[src/rtl/pong_pkg.sv]
// Shared constants and types for the pong video core.
// Latency: n/a (package only).
// Backpressure: n/a.
//   Holds the default screen/paddle geometry, the paddle motion state enum
//   and the paddle colours used by the pixel mixer.
package pong_pkg;

    localparam int H_ACTIVE    = 640;
    localparam int V_ACTIVE    = 480;
    localparam int PADDLE_W    = 16;
    localparam int PADDLE_H    = 80;
    localparam int EDGE_MARGIN = 20;

    typedef enum logic [1:0] {
        IDLE = 2'd0,
        UP   = 2'd1,
        DOWN = 2'd2
    } paddle_state_e;

    // 4:4:4 RGB colours the mixer paints for left- and right-side paddles.
    localparam logic [11:0] PADDLE_COLOR_LEFT  = 12'hFFF;
    localparam logic [11:0] PADDLE_COLOR_RIGHT = 12'h0FF;

endpackage

[src/rtl/paddle_axis.sv]
// One paddle: button synchroniser, motion FSM with speed ramp, clamped y, pixel hit test.
// Latency: buttons 2 clk sync then next tick; y/moving update on tick edge; paddle_on 1 clk after x,y.
// Backpressure: none; enable=0 freezes motion state and forces moving low.
//   Ports: clk, reset (sync, active-low), enable, tick (prescaler pulse),
//   btn_up_n/btn_dn_n (async active-low), x/y (pixel), paddle_on, x_paddle, y_paddle, moving.
module paddle_axis
    import pong_pkg::*;
#(
    parameter int X_CENTRE    = 28,
    parameter int HALF_W      = 8,
    parameter int HALF_H      = 40,
    parameter int Y_INIT      = 240,
    parameter int Y_MIN       = 40,
    parameter int Y_MAX       = 440,
    parameter int ACCEL_TICKS = 16,
    parameter int MAX_SPEED   = 4
) (
    input  logic       clk,
    input  logic       reset,
    input  logic       enable,
    input  logic       tick,
    input  logic       btn_up_n,
    input  logic       btn_dn_n,
    input  logic [9:0] x,
    input  logic [9:0] y,
    output logic       paddle_on,
    output logic [9:0] x_paddle,
    output logic [9:0] y_paddle,
    output logic       moving
);

    localparam int SPD_W  = $clog2(MAX_SPEED + 1);
    localparam int HOLD_W = (ACCEL_TICKS > 1) ? $clog2(ACCEL_TICKS) : 1;

    localparam logic [SPD_W-1:0]   SPD_ONE   = SPD_W'(1);
    localparam logic [SPD_W-1:0]   SPD_MAX   = SPD_W'(MAX_SPEED);
    localparam logic [HOLD_W-1:0]  HOLD_LAST = HOLD_W'(ACCEL_TICKS - 1);
    localparam logic signed [10:0] Y_MIN_S   = 11'(Y_MIN);
    localparam logic signed [10:0] Y_MAX_S   = 11'(Y_MAX);
    localparam logic signed [10:0] HALF_H_S  = 11'(HALF_H);
    localparam logic signed [10:0] X_LO_S    = 11'(X_CENTRE - HALF_W);
    localparam logic signed [10:0] X_HI_S    = 11'(X_CENTRE + HALF_W - 1);

    logic [1:0]          up_sync_q;
    logic [1:0]          dn_sync_q;
    logic                req_up;
    logic                req_dn;
    paddle_state_e       state_q, state_d;
    logic [SPD_W-1:0]    speed_q, speed_d;
    logic [HOLD_W-1:0]   hold_q, hold_d;
    logic [9:0]          y_q, y_d;
    logic                moving_q, moving_d;
    logic                on_q, on_d;

    logic signed [10:0]  y_ext;
    logic signed [10:0]  y_tgt;
    logic signed [10:0]  speed_ext;
    logic signed [10:0]  x_s;
    logic signed [10:0]  y_s;

    assign req_up = ~up_sync_q[1];
    assign req_dn = ~dn_sync_q[1];

    // Widen to 11-bit signed so neither the move nor the hit window can wrap.
    assign y_ext = signed'({1'b0, y_q});
    assign x_s   = signed'({1'b0, x});
    assign y_s   = signed'({1'b0, y});

    always_comb begin
        state_d   = state_q;
        speed_d   = speed_q;
        hold_d    = hold_q;
        y_d       = y_q;
        moving_d  = moving_q;
        y_tgt     = y_ext;
        speed_ext = 11'sd0;

        if (!enable) begin
            moving_d = 1'b0;
        end else if (tick) begin
            if (req_up && !req_dn) begin
                state_d = UP;
            end else if (req_dn && !req_up) begin
                state_d = DOWN;
            end else begin
                state_d = IDLE;
            end

            // Fresh direction (including a reversal) restarts the ramp.
            if (state_d != IDLE) begin
                if (state_d != state_q) begin
                    speed_d = SPD_ONE;
                    hold_d  = '0;
                end else if (hold_q == HOLD_LAST) begin
                    hold_d = '0;
                    if (speed_q < SPD_MAX) begin
                        speed_d = speed_q + 1'b1;
                    end
                end else begin
                    hold_d = hold_q + 1'b1;
                end
            end

            speed_ext = signed'(11'(speed_d));
            case (state_d)
                UP: begin
                    y_tgt = y_ext - speed_ext;
                    if (y_tgt < Y_MIN_S) begin
                        y_tgt = Y_MIN_S;
                    end
                end
                DOWN: begin
                    y_tgt = y_ext + speed_ext;
                    if (y_tgt > Y_MAX_S) begin
                        y_tgt = Y_MAX_S;
                    end
                end
                default: y_tgt = y_ext;
            endcase

            y_d      = y_tgt[9:0];
            // Pinned against a bound or idle means no visible motion.
            moving_d = (y_d != y_q);
        end
    end

    assign on_d = (x_s >= X_LO_S) && (x_s <= X_HI_S) &&
                  (y_s >= (y_ext - HALF_H_S)) && (y_s <= (y_ext + HALF_H_S - 11'sd1));

    always_ff @(posedge clk) begin
        if (!reset) begin
            up_sync_q <= 2'b11;
            dn_sync_q <= 2'b11;
            state_q   <= IDLE;
            speed_q   <= SPD_ONE;
            hold_q    <= '0;
            y_q       <= 10'(Y_INIT);
            moving_q  <= 1'b0;
            on_q      <= 1'b0;
        end else begin
            up_sync_q <= {up_sync_q[0], btn_up_n};
            dn_sync_q <= {dn_sync_q[0], btn_dn_n};
            state_q   <= state_d;
            speed_q   <= speed_d;
            hold_q    <= hold_d;
            y_q       <= y_d;
            moving_q  <= moving_d;
            on_q      <= on_d;
        end
    end

    assign paddle_on = on_q;
    assign x_paddle  = 10'(X_CENTRE);
    assign y_paddle  = y_q;
    assign moving    = moving_q;

endmodule

[src/rtl/paddle_bank.sv]
// Bank of N_PADDLES player paddles sharing one move-tick prescaler.
// Latency: y_paddle/moving change 1 clk after prescaler wrap; paddle_on 1 clk after x,y.
// Backpressure: none; enable=0 freezes every paddle (prescaler keeps running).
//   Ports: clk, reset (sync, active-low), enable, btn_up_n/btn_dn_n[N], x, y,
//   paddle_on[N], x_paddle/y_paddle (10 bits per paddle, paddle i at [10i+9:10i]), moving[N].
module paddle_bank #(
    parameter int N_PADDLES   = 2,
    parameter int H_ACTIVE    = pong_pkg::H_ACTIVE,
    parameter int V_ACTIVE    = pong_pkg::V_ACTIVE,
    parameter int PADDLE_W    = pong_pkg::PADDLE_W,
    parameter int PADDLE_H    = pong_pkg::PADDLE_H,
    parameter int EDGE_MARGIN = pong_pkg::EDGE_MARGIN,
    parameter int X_STRIDE    = 40,
    parameter int TICK_DIV    = 250000,
    parameter int ACCEL_TICKS = 16,
    parameter int MAX_SPEED   = 4
) (
    input  logic                    clk,
    input  logic                    reset,
    input  logic                    enable,
    input  logic [N_PADDLES-1:0]    btn_up_n,
    input  logic [N_PADDLES-1:0]    btn_dn_n,
    input  logic [9:0]              x,
    input  logic [9:0]              y,
    output logic [N_PADDLES-1:0]    paddle_on,
    output logic [10*N_PADDLES-1:0] x_paddle,
    output logic [10*N_PADDLES-1:0] y_paddle,
    output logic [N_PADDLES-1:0]    moving
);

    logic [31:0] div_q;
    logic        tick_q;

    // Registered tick: the wrap compare and the paddle update are one clk apart.
    always_ff @(posedge clk) begin
        if (!reset) begin
            div_q  <= '0;
            tick_q <= 1'b0;
        end else if (div_q == 32'(TICK_DIV - 1)) begin
            div_q  <= '0;
            tick_q <= 1'b1;
        end else begin
            div_q  <= div_q + 32'd1;
            tick_q <= 1'b0;
        end
    end

    for (genvar i = 0; i < N_PADDLES; i++) begin : g_paddle
        localparam int PAIR  = i / 2;
        localparam int X_IN  = EDGE_MARGIN + PADDLE_W / 2 + PAIR * X_STRIDE;
        // Even paddles sit on the left, odd ones mirror them on the right.
        localparam int X_CEN = ((i % 2) == 0) ? X_IN : (H_ACTIVE - 1 - X_IN);

        paddle_axis #(
            .X_CENTRE    (X_CEN),
            .HALF_W      (PADDLE_W / 2),
            .HALF_H      (PADDLE_H / 2),
            .Y_INIT      (V_ACTIVE / 2),
            .Y_MIN       (PADDLE_H / 2),
            .Y_MAX       (V_ACTIVE - PADDLE_H / 2),
            .ACCEL_TICKS (ACCEL_TICKS),
            .MAX_SPEED   (MAX_SPEED)
        ) u_axis (
            .clk       (clk),
            .reset     (reset),
            .enable    (enable),
            .tick      (tick_q),
            .btn_up_n  (btn_up_n[i]),
            .btn_dn_n  (btn_dn_n[i]),
            .x         (x),
            .y         (y),
            .paddle_on (paddle_on[i]),
            .x_paddle  (x_paddle[10*i +: 10]),
            .y_paddle  (y_paddle[10*i +: 10]),
            .moving    (moving[i])
        );
    end

endmodule

[config.mk]
export PLATFORM = sky130hd
export DESIGN_NAME = paddle_bank
export DESIGN_NICKNAME = d
export VERILOG_FILES = /design/src/rtl/pong_pkg.sv /design/src/rtl/paddle_axis.sv /design/src/rtl/paddle_bank.sv
export SDC_FILE = /design/constraint.sdc
export NUM_CORES = 1
export LEC_CHECK = 0
export BUFFER_PORTS_ARGS = -buffer_cell sky130_fd_sc_hd__buf_4
export CORE_MARGIN = 2
export CORE_UTILIZATION = 30
export CTS_CLUSTER_SIZE = 12
export DETAILED_ROUTE_END_ITERATION = 16
export MAX_ROUTING_LAYER = met4
export PLACE_DENSITY = 0.5
export RECOVER_POWER = 50
export REMOVE_ABC_BUFFERS = 1
export SYNTH_ARGS = -nofsm -noshare
export SYNTH_HDL_FRONTEND = slang
export SYNTH_SLANG_ARGS = --single-unit
[constraint.sdc]
create_clock -name clk -period 4.4 [get_ports clk]
set_input_delay 0.22 -clock clk [delete_from_list [all_inputs] [get_ports clk]]
set_output_delay 0.22 -clock clk [all_outputs]
set_load 0.01 [all_outputs]
* Yosys cells after proc, flatten, opt, wreduce, memory -nomap -nowiden
Cells that the tools add are included.
** Storage, ports and cells
- Bits in registers :: 83
- Output and inout bits :: 44
- Logic and storage cells :: 115
** Operators by class
- Add/sub/neg operators :: 15
- Magnitude comparators :: 14
- Eq/ne operators :: 11
- Multiplexer cells :: 35
- Bitwise logic cells :: 5
- Reductions and logical operators :: 17
** Operators with widths (count)
- 10-bit two-way mux :: 8
- 10-bit one-hot mux with 2 select lines :: 2
- 3-bit two-way mux :: 12
- 32-bit by 1-bit adder with 32-bit output (second input constant) :: 1
- 32-bit by 18-bit == test with 1-bit output (second input constant) :: 1
- 10-bit by 3-bit adder with 11-bit output :: 2
- 10-bit by 6-bit adder with 11-bit output (second input constant) :: 2
- 11-bit greater-or-equal comparator :: 2
- 11-bit by 10-bit > comparator with 1-bit output (second input constant) :: 2
- 11-bit <= comparator :: 2
- 11-bit by 7-bit < comparator with 1-bit output (second input constant) :: 2
- 10-bit by 3-bit subtractor with 11-bit output :: 2
- 10-bit by 6-bit subtractor with 11-bit output (second input constant) :: 2
- 11-bit by 2-bit subtractor with 11-bit output (second input constant) :: 2
- 10-bit != test :: 2
- 2-bit two-way mux :: 8
- 4-bit two-way mux :: 4
- 10-bit greater-or-equal comparator (second input constant) :: 1
- 10-bit by 5-bit greater-or-equal comparator with 1-bit output (second input constant) :: 1
- 10-bit <= comparator (second input constant) :: 1
- 10-bit by 6-bit <= comparator with 1-bit output (second input constant) :: 1
- 1-bit logical AND :: 10
- 4-bit by 1-bit adder with 4-bit output (second input constant) :: 2
- 4-bit == test (second input constant) :: 2
- 11 further kinds :: 23

* Depth between registers and ports, before layout
- Word-level depth :: 18
- Depth in mapped cells :: 20
- Mapped depth without buffers :: 18

* Modules after synthesis
A second synthesis with hierarchy kept.
** Unflattened totals
- Cells, all modules :: 997
- Area total of the unflattened synthesis :: 7838.8 µm²
** By module, submodules not included
- paddle_axis at g_paddle[1].u_axis :: instances 1, cells an instance 402, area an instance 3189.3 µm², sequential area each 500.5 µm²
- paddle_axis at g_paddle[0].u_axis :: instances 1, cells an instance 416, area an instance 3126.7 µm², sequential area each 500.5 µm²
- paddle_bank :: instances 1, cells an instance 179, area an instance 1522.7 µm², sequential area each 660.6 µm²

* Worst setup path before layout
Ideal clock, no wire load.
- Path kind :: reg2reg
- Start point :: register g_paddle[1].u_axis.dn_sync_q[1]
- End point :: register g_paddle[1].u_axis.moving_q
- Library setup time :: 127 ps
- Data arrival time :: 4275 ps
- Slack :: -2 ps
- Cell stages (with the launch flop) :: 20
- Period minus slack after synthesis :: 4402 ps
- Cell sequence :: dfxtp_1 > inv_1 > ha_1 > buf_2 > buf_1 > nor3_1 > xnor2_1 > o21ai_0 > ha_1 > fa_1 > a21oi_1 > o2bb2ai_1 > o221a_1 > o32a_1 > o211a_1 > or2_4 > a221oi_1 > a21oi_1 > o41ai_1 > a21oi_1
** On the way
- Cells in the longest elaborated chain, start to end :: 18
- Elaborated cells on any way between the ends :: 25
** Ends and longest elaborated chain
- from (decl) :: RTL line paddle_axis.sv:45 : logic [1:0] dn_sync_q;
- from (signal assigned) :: RTL line paddle_axis.sv:142 : dn_sync_q <= {dn_sync_q[0], btn_dn_n};
- 1-bit inverter :: RTL line paddle_axis.sv:62 : assign req_dn = ~dn_sync_q[1];
- 1-bit logical AND :: RTL line paddle_axis.sv:83 : end else if (req_dn && !req_up) begin
- 2-bit two-way mux :: RTL line paddle_axis.sv:83
- 2-bit two-way mux (*) :: RTL line paddle_axis.sv:81 : if (req_up && !req_dn) begin
- 2-bit two-way mux (*) :: RTL line paddle_axis.sv:80 : end else if (tick) begin
- 2-bit two-way mux (*) :: RTL line paddle_axis.sv:78 : if (!enable) begin
- 2-bit != test :: RTL line paddle_axis.sv:91 : if (state_d != state_q) begin
- 3-bit two-way mux :: RTL line paddle_axis.sv:91
- [2 not listed]
- 3-bit two-way mux :: RTL line paddle_axis.sv:78
- 10-bit by 3-bit adder with 11-bit output or 10-bit by 3-bit subtractor with 11-bit output (tied branches) :: RTL line paddle_axis.sv:113, paddle_axis.sv:107
- 11-bit by 10-bit > comparator with 1-bit output or 11-bit by 7-bit < comparator with 1-bit output (tied branches) :: RTL line paddle_axis.sv:114, paddle_axis.sv:108
- 10-bit two-way mux (on tied branches) :: RTL line paddle_axis.sv:114, paddle_axis.sv:108
- 10-bit one-hot mux with 2 select lines (*) :: RTL line paddle_axis.sv:105 : case (state_d)
- 10-bit two-way mux (*) :: RTL line paddle_axis.sv:80
- 10-bit two-way mux (*) :: RTL line paddle_axis.sv:78
- 10-bit != test (*) :: RTL line paddle_axis.sv:123 : moving_d = (y_d != y_q);
- to (signal assigned) :: RTL line paddle_axis.sv:147 : moving_q <= moving_d;
- to (decl) :: RTL line paddle_axis.sv:52 : logic moving_q, moving_d;
Every way passes the cells marked *; elsewhere a longest branch is shown, timed or not. The select of a mux whose other input is x is not followed.
A chain may end at the register's enable or synchronous reset.

* Worst setup path in the final report
Ends and elaborated chain as after synthesis.

==> results.cfg <==
[die]
core_um2 = 25000
die_h_um = 163
rows = 58
num_io_pins = 71
start_util_pct = 30.3
die_w_um = 163
die_area_um2 = 26500

[yosys]
yosys-top-cells-count = 105 x nor2_1, 92 x nand2_1, 83 x dfxtp_1
ys_ff_latch = 83
yosys_warnings = 0
async_flop_share_pct = 0
synth_edf_count = 0
syn_area_per_cell_um2 = 7.65
synth_seq_area_share_pct = 22.0
synth_cell_types = 82
synth_ff_type = dfxtp_1
netlist_top_cells_area = dfxtp_1 22%, ha_1 11%, xnor2_1 6.1%, nor2_1 5.2%, nand2_1 4.6%
synth_top_area_cell = dfxtp_1
yosysMostFrequentCell = nor2_1
synthCells = 989
synth_top_area_share_pct = 22.0
syn-cell-area_um2 = 7570

[layout]
fill_cells = 2686
drive_above_1_share_pct = 14.0
syn_to_final_growth_pct = 16.2
fin_nets = 1142
num_antenna_cells = 0

[grt]
grt_max_degree = 50
met1_usage_pct = 23.8
grt_pass1_wl_mm = 36.2
grt_pass1_vias = 6868
use_met2_pct = 27.1
grt.met3_usage_pct = 2.57
overflow = 0
grt_antenna_before_repair = 0
grt_use_total_pct = 17.6
busiest_layer = met2

[worst_setup_path]
critical_path.top_delay_family = compound AO/OA/AOI/OAI gates
cp.buffers_inverters = 3
path_class = flop to flop
worst_path_max_delay_cell = o32a_1
cp_data_arrival_time_ns = 4.44
r2r_slack_ns = 0.20
startpoint_type = flop
critPathMostFrequentCell = a21oi_1
crit_start = g_paddle[1].u_axis.dn_sync_q[1]
end_kind = flop
cp.required_ns = 4.65
critPathMaxStageDelay_ns = 0.37
reg2regPathDepth = 18
endpoint = g_paddle[1].u_axis.moving
r2r_end = g_paddle[1].u_axis.moving
crit_path_max_fanout = 18
crit_chain = inv_1 > ha_1 > buf_6 > and4b_1 > a21oi_1 > nor2_2 > ha_4 > buf_4 > nor2_2 > o211a_1 > o221a_1 > o32a_1 > o211a_1 > or2_4 > a221oi_2 > a21oi_1 > o41ai_2 > a21oi_1
path_depth = 18
r2r-start = g_paddle[1].u_axis.dn_sync_q[1]

[drt]
drc = 0
vias = 7241
first_pass_iters = 6
ant_nets = 0
wl_mm = 22.7
via_per_inst = 5.24
wl_per_cell_um = 16.4
drt-initial-drc-count = 499

[power]
vdd_drop_max_uv = 173
total_power_mw = 1.81
pwr_density_cell_nw_per_um2 = 206
p_leak_nw = 3.35

[sta]
setup_viol = 0
max_freq_ghz = 0.238
fin_crit_ns = 4.20
hold_viol = 0
tightest_slew_ns = 2.38
maxSlewHeadroom_pct = -59.0
maxSlewViolCount = 50
fin_skew_ns = 0.0138
final.period_utilization_pct = 95.4
setup_tns_ns = 0

[cts]
cts_hold_buffers = 0
clock_latency_ns = 0.36
root_buffer = clkbuf_16
cts-htree-levels = 3
cts_max_path_buffers = 2
cts_tree = done
cts_buffers = 9
cts.sinks = 83
clkTransAtPathRegs_ns = 0.08

[status]
failed_checks = max-capacitance violations, max-slew violations
outcome = finished, violations left

[worst_hold_path]
hold_path.class = input pin to flop

[placed_design]
gp_congestion = 0.959
port_buffers = 50
dp_hpwl_mm = 17.1

[job]
cap_violations = 1
## cells in the final DEF (no fill, tap or decap), types with 4 or more instances in the layout
cell,synthesis,layout
nor3_1,23,21
o211ai_1,11,11
a31oi_1,10,10
o22ai_1,10,9
o21ai_1,3,5
nor4_1,15,14
inv_1,35,35
and3_1,9,9
nand2b_1,16,16
o21a_1,28,28
buf_4,27,74
or2_2,8,8
nand3_1,43,43
a21boi_0,16,16
or3_1,6,6
nor2b_1,13,13
nor2_1,105,100
conb_1,2,20
dfxtp_1,83,82
xnor2_1,53,53
and2_1,6,6
o31ai_1,6,4
ha_1,65,62
nor2_2,0,5
nand4_1,17,17
clkbuf_1,30,24
a211oi_1,9,9
a221oi_1,7,4
nand2_1,92,92
xor2_1,32,32
a21o_1,5,5
a21oi_1,45,44
clkbuf_16,0,9
o21ai_0,49,45
a221o_1,5,5
or4_1,4,4
nor3_2,4,6
## state kept, by name, indices dropped and copies added (netlist names)
signal                     flops
div_q                         32
g_paddle.u_axis.y_paddle      20
tick_q                         1
g_paddle.u_axis.paddle_on      2
g_paddle.u_axis.dn_sync_q      4
g_paddle.u_axis.up_sync_q      4
g_paddle.u_axis.state_q        4
g_paddle.u_axis.moving         2
g_paddle.u_axis.hold_q         8
g_paddle.u_axis.speed_q        6
## report_power, final
part / total (mW) / internal (mW) / switching [mW]
Combinational: 0.181 / 0.0760 / 0.105
Sequential: 0.760 / 0.757 / 0.00318
Clock: 0.869 / 0.504 / 0.365
## metrics by stage
stage / cells / hold slack [ns] / area (um^2) / worst slack, ns / utilization (%)
2_1_floorplan: 935 / 0.282 / 7240 / 0.108 / -
3_3_place_gp: 1358 / 0.400 / 8360 / 0.0830 / 33.5
3_5_place_dp: 1358 / 0.400 / 8360 / -0.00479 / 33.5
4_1_cts: 1374 / 0.0409 / 8680 / 0.0175 / 34.8
5_1_grt: 1381 / 0.0541 / 8790 / -0.0237 / 35.2
6_report: 1381 / 0.0471 / 8790 / 0.204 / 35.2
## layout make-up
cell class	count	area (um^2)	share of cell area (%)
Timing Repair Buffer	100	677	7.70
Inverter	38	143	1.62
Clock inverter	7	98.8	1.12
Clock buffer	9	225	2.56
Tap cell	330	413	4.70
Multi-Input combinational cell	814	5570	63.4
Sequential cell	83	1660	18.9
## cells by family (layout without fill, tap and decap cells)
logic type	after synthesis	count (layout)	share of synthesized area, %
and+or+nand+nor	381	381	24.8
AOI/OAI and AO/OA	254	254	23.7
buffers and inverters	110	154	7.04
xor gates and xnor gates	86	86	10.1
DFF	83	83	22.0
adders and majority gates	69	69	11.8
muxes	4	4	0.546
other	2	20	0.0992
## per-layer routing
metal  part of all wire [%]  vias up  wire length, um
met5                      0        -                0
met4                    1.8        0              414
met3                    5.9       32             1350
met1                     48     3339            10900
li1                       -     3633                -
met2                     44      237            10000
## repair_timing
item	in CTS	in global routing
gates cloned	0	0
endpoints found under the hold margin	0	0
gates resized for setup	1	33
pin swaps	0	9
setup buffers	0	7
endpoints found under the setup margin	1	3
## how the worst min path moves through the flow
stage / slack, ns / cells past startpoint / endpoint / startpoint
global placement: 0.40 / 1 / g_paddle[0].u_axis.up_sync_q[1] / g_paddle[0].u_axis.up_sync_q[0]
CTS: 0.04 / 2 / g_paddle[1].u_axis.dn_sync_q[0] / btn_dn_n[1]
detailed placement: 0.40 / 1 / g_paddle[0].u_axis.up_sync_q[1] / g_paddle[0].u_axis.up_sync_q[0]
floorplan: 0.28 / 1 / g_paddle[0].u_axis.y_paddle[4] / reset
global route: 0.05 / 2 / g_paddle[1].u_axis.dn_sync_q[0] / btn_dn_n[1]
finish: 0.05 / 2 / g_paddle[1].u_axis.dn_sync_q[0] / btn_dn_n[1]
Power figures use the tool's default switching activity.
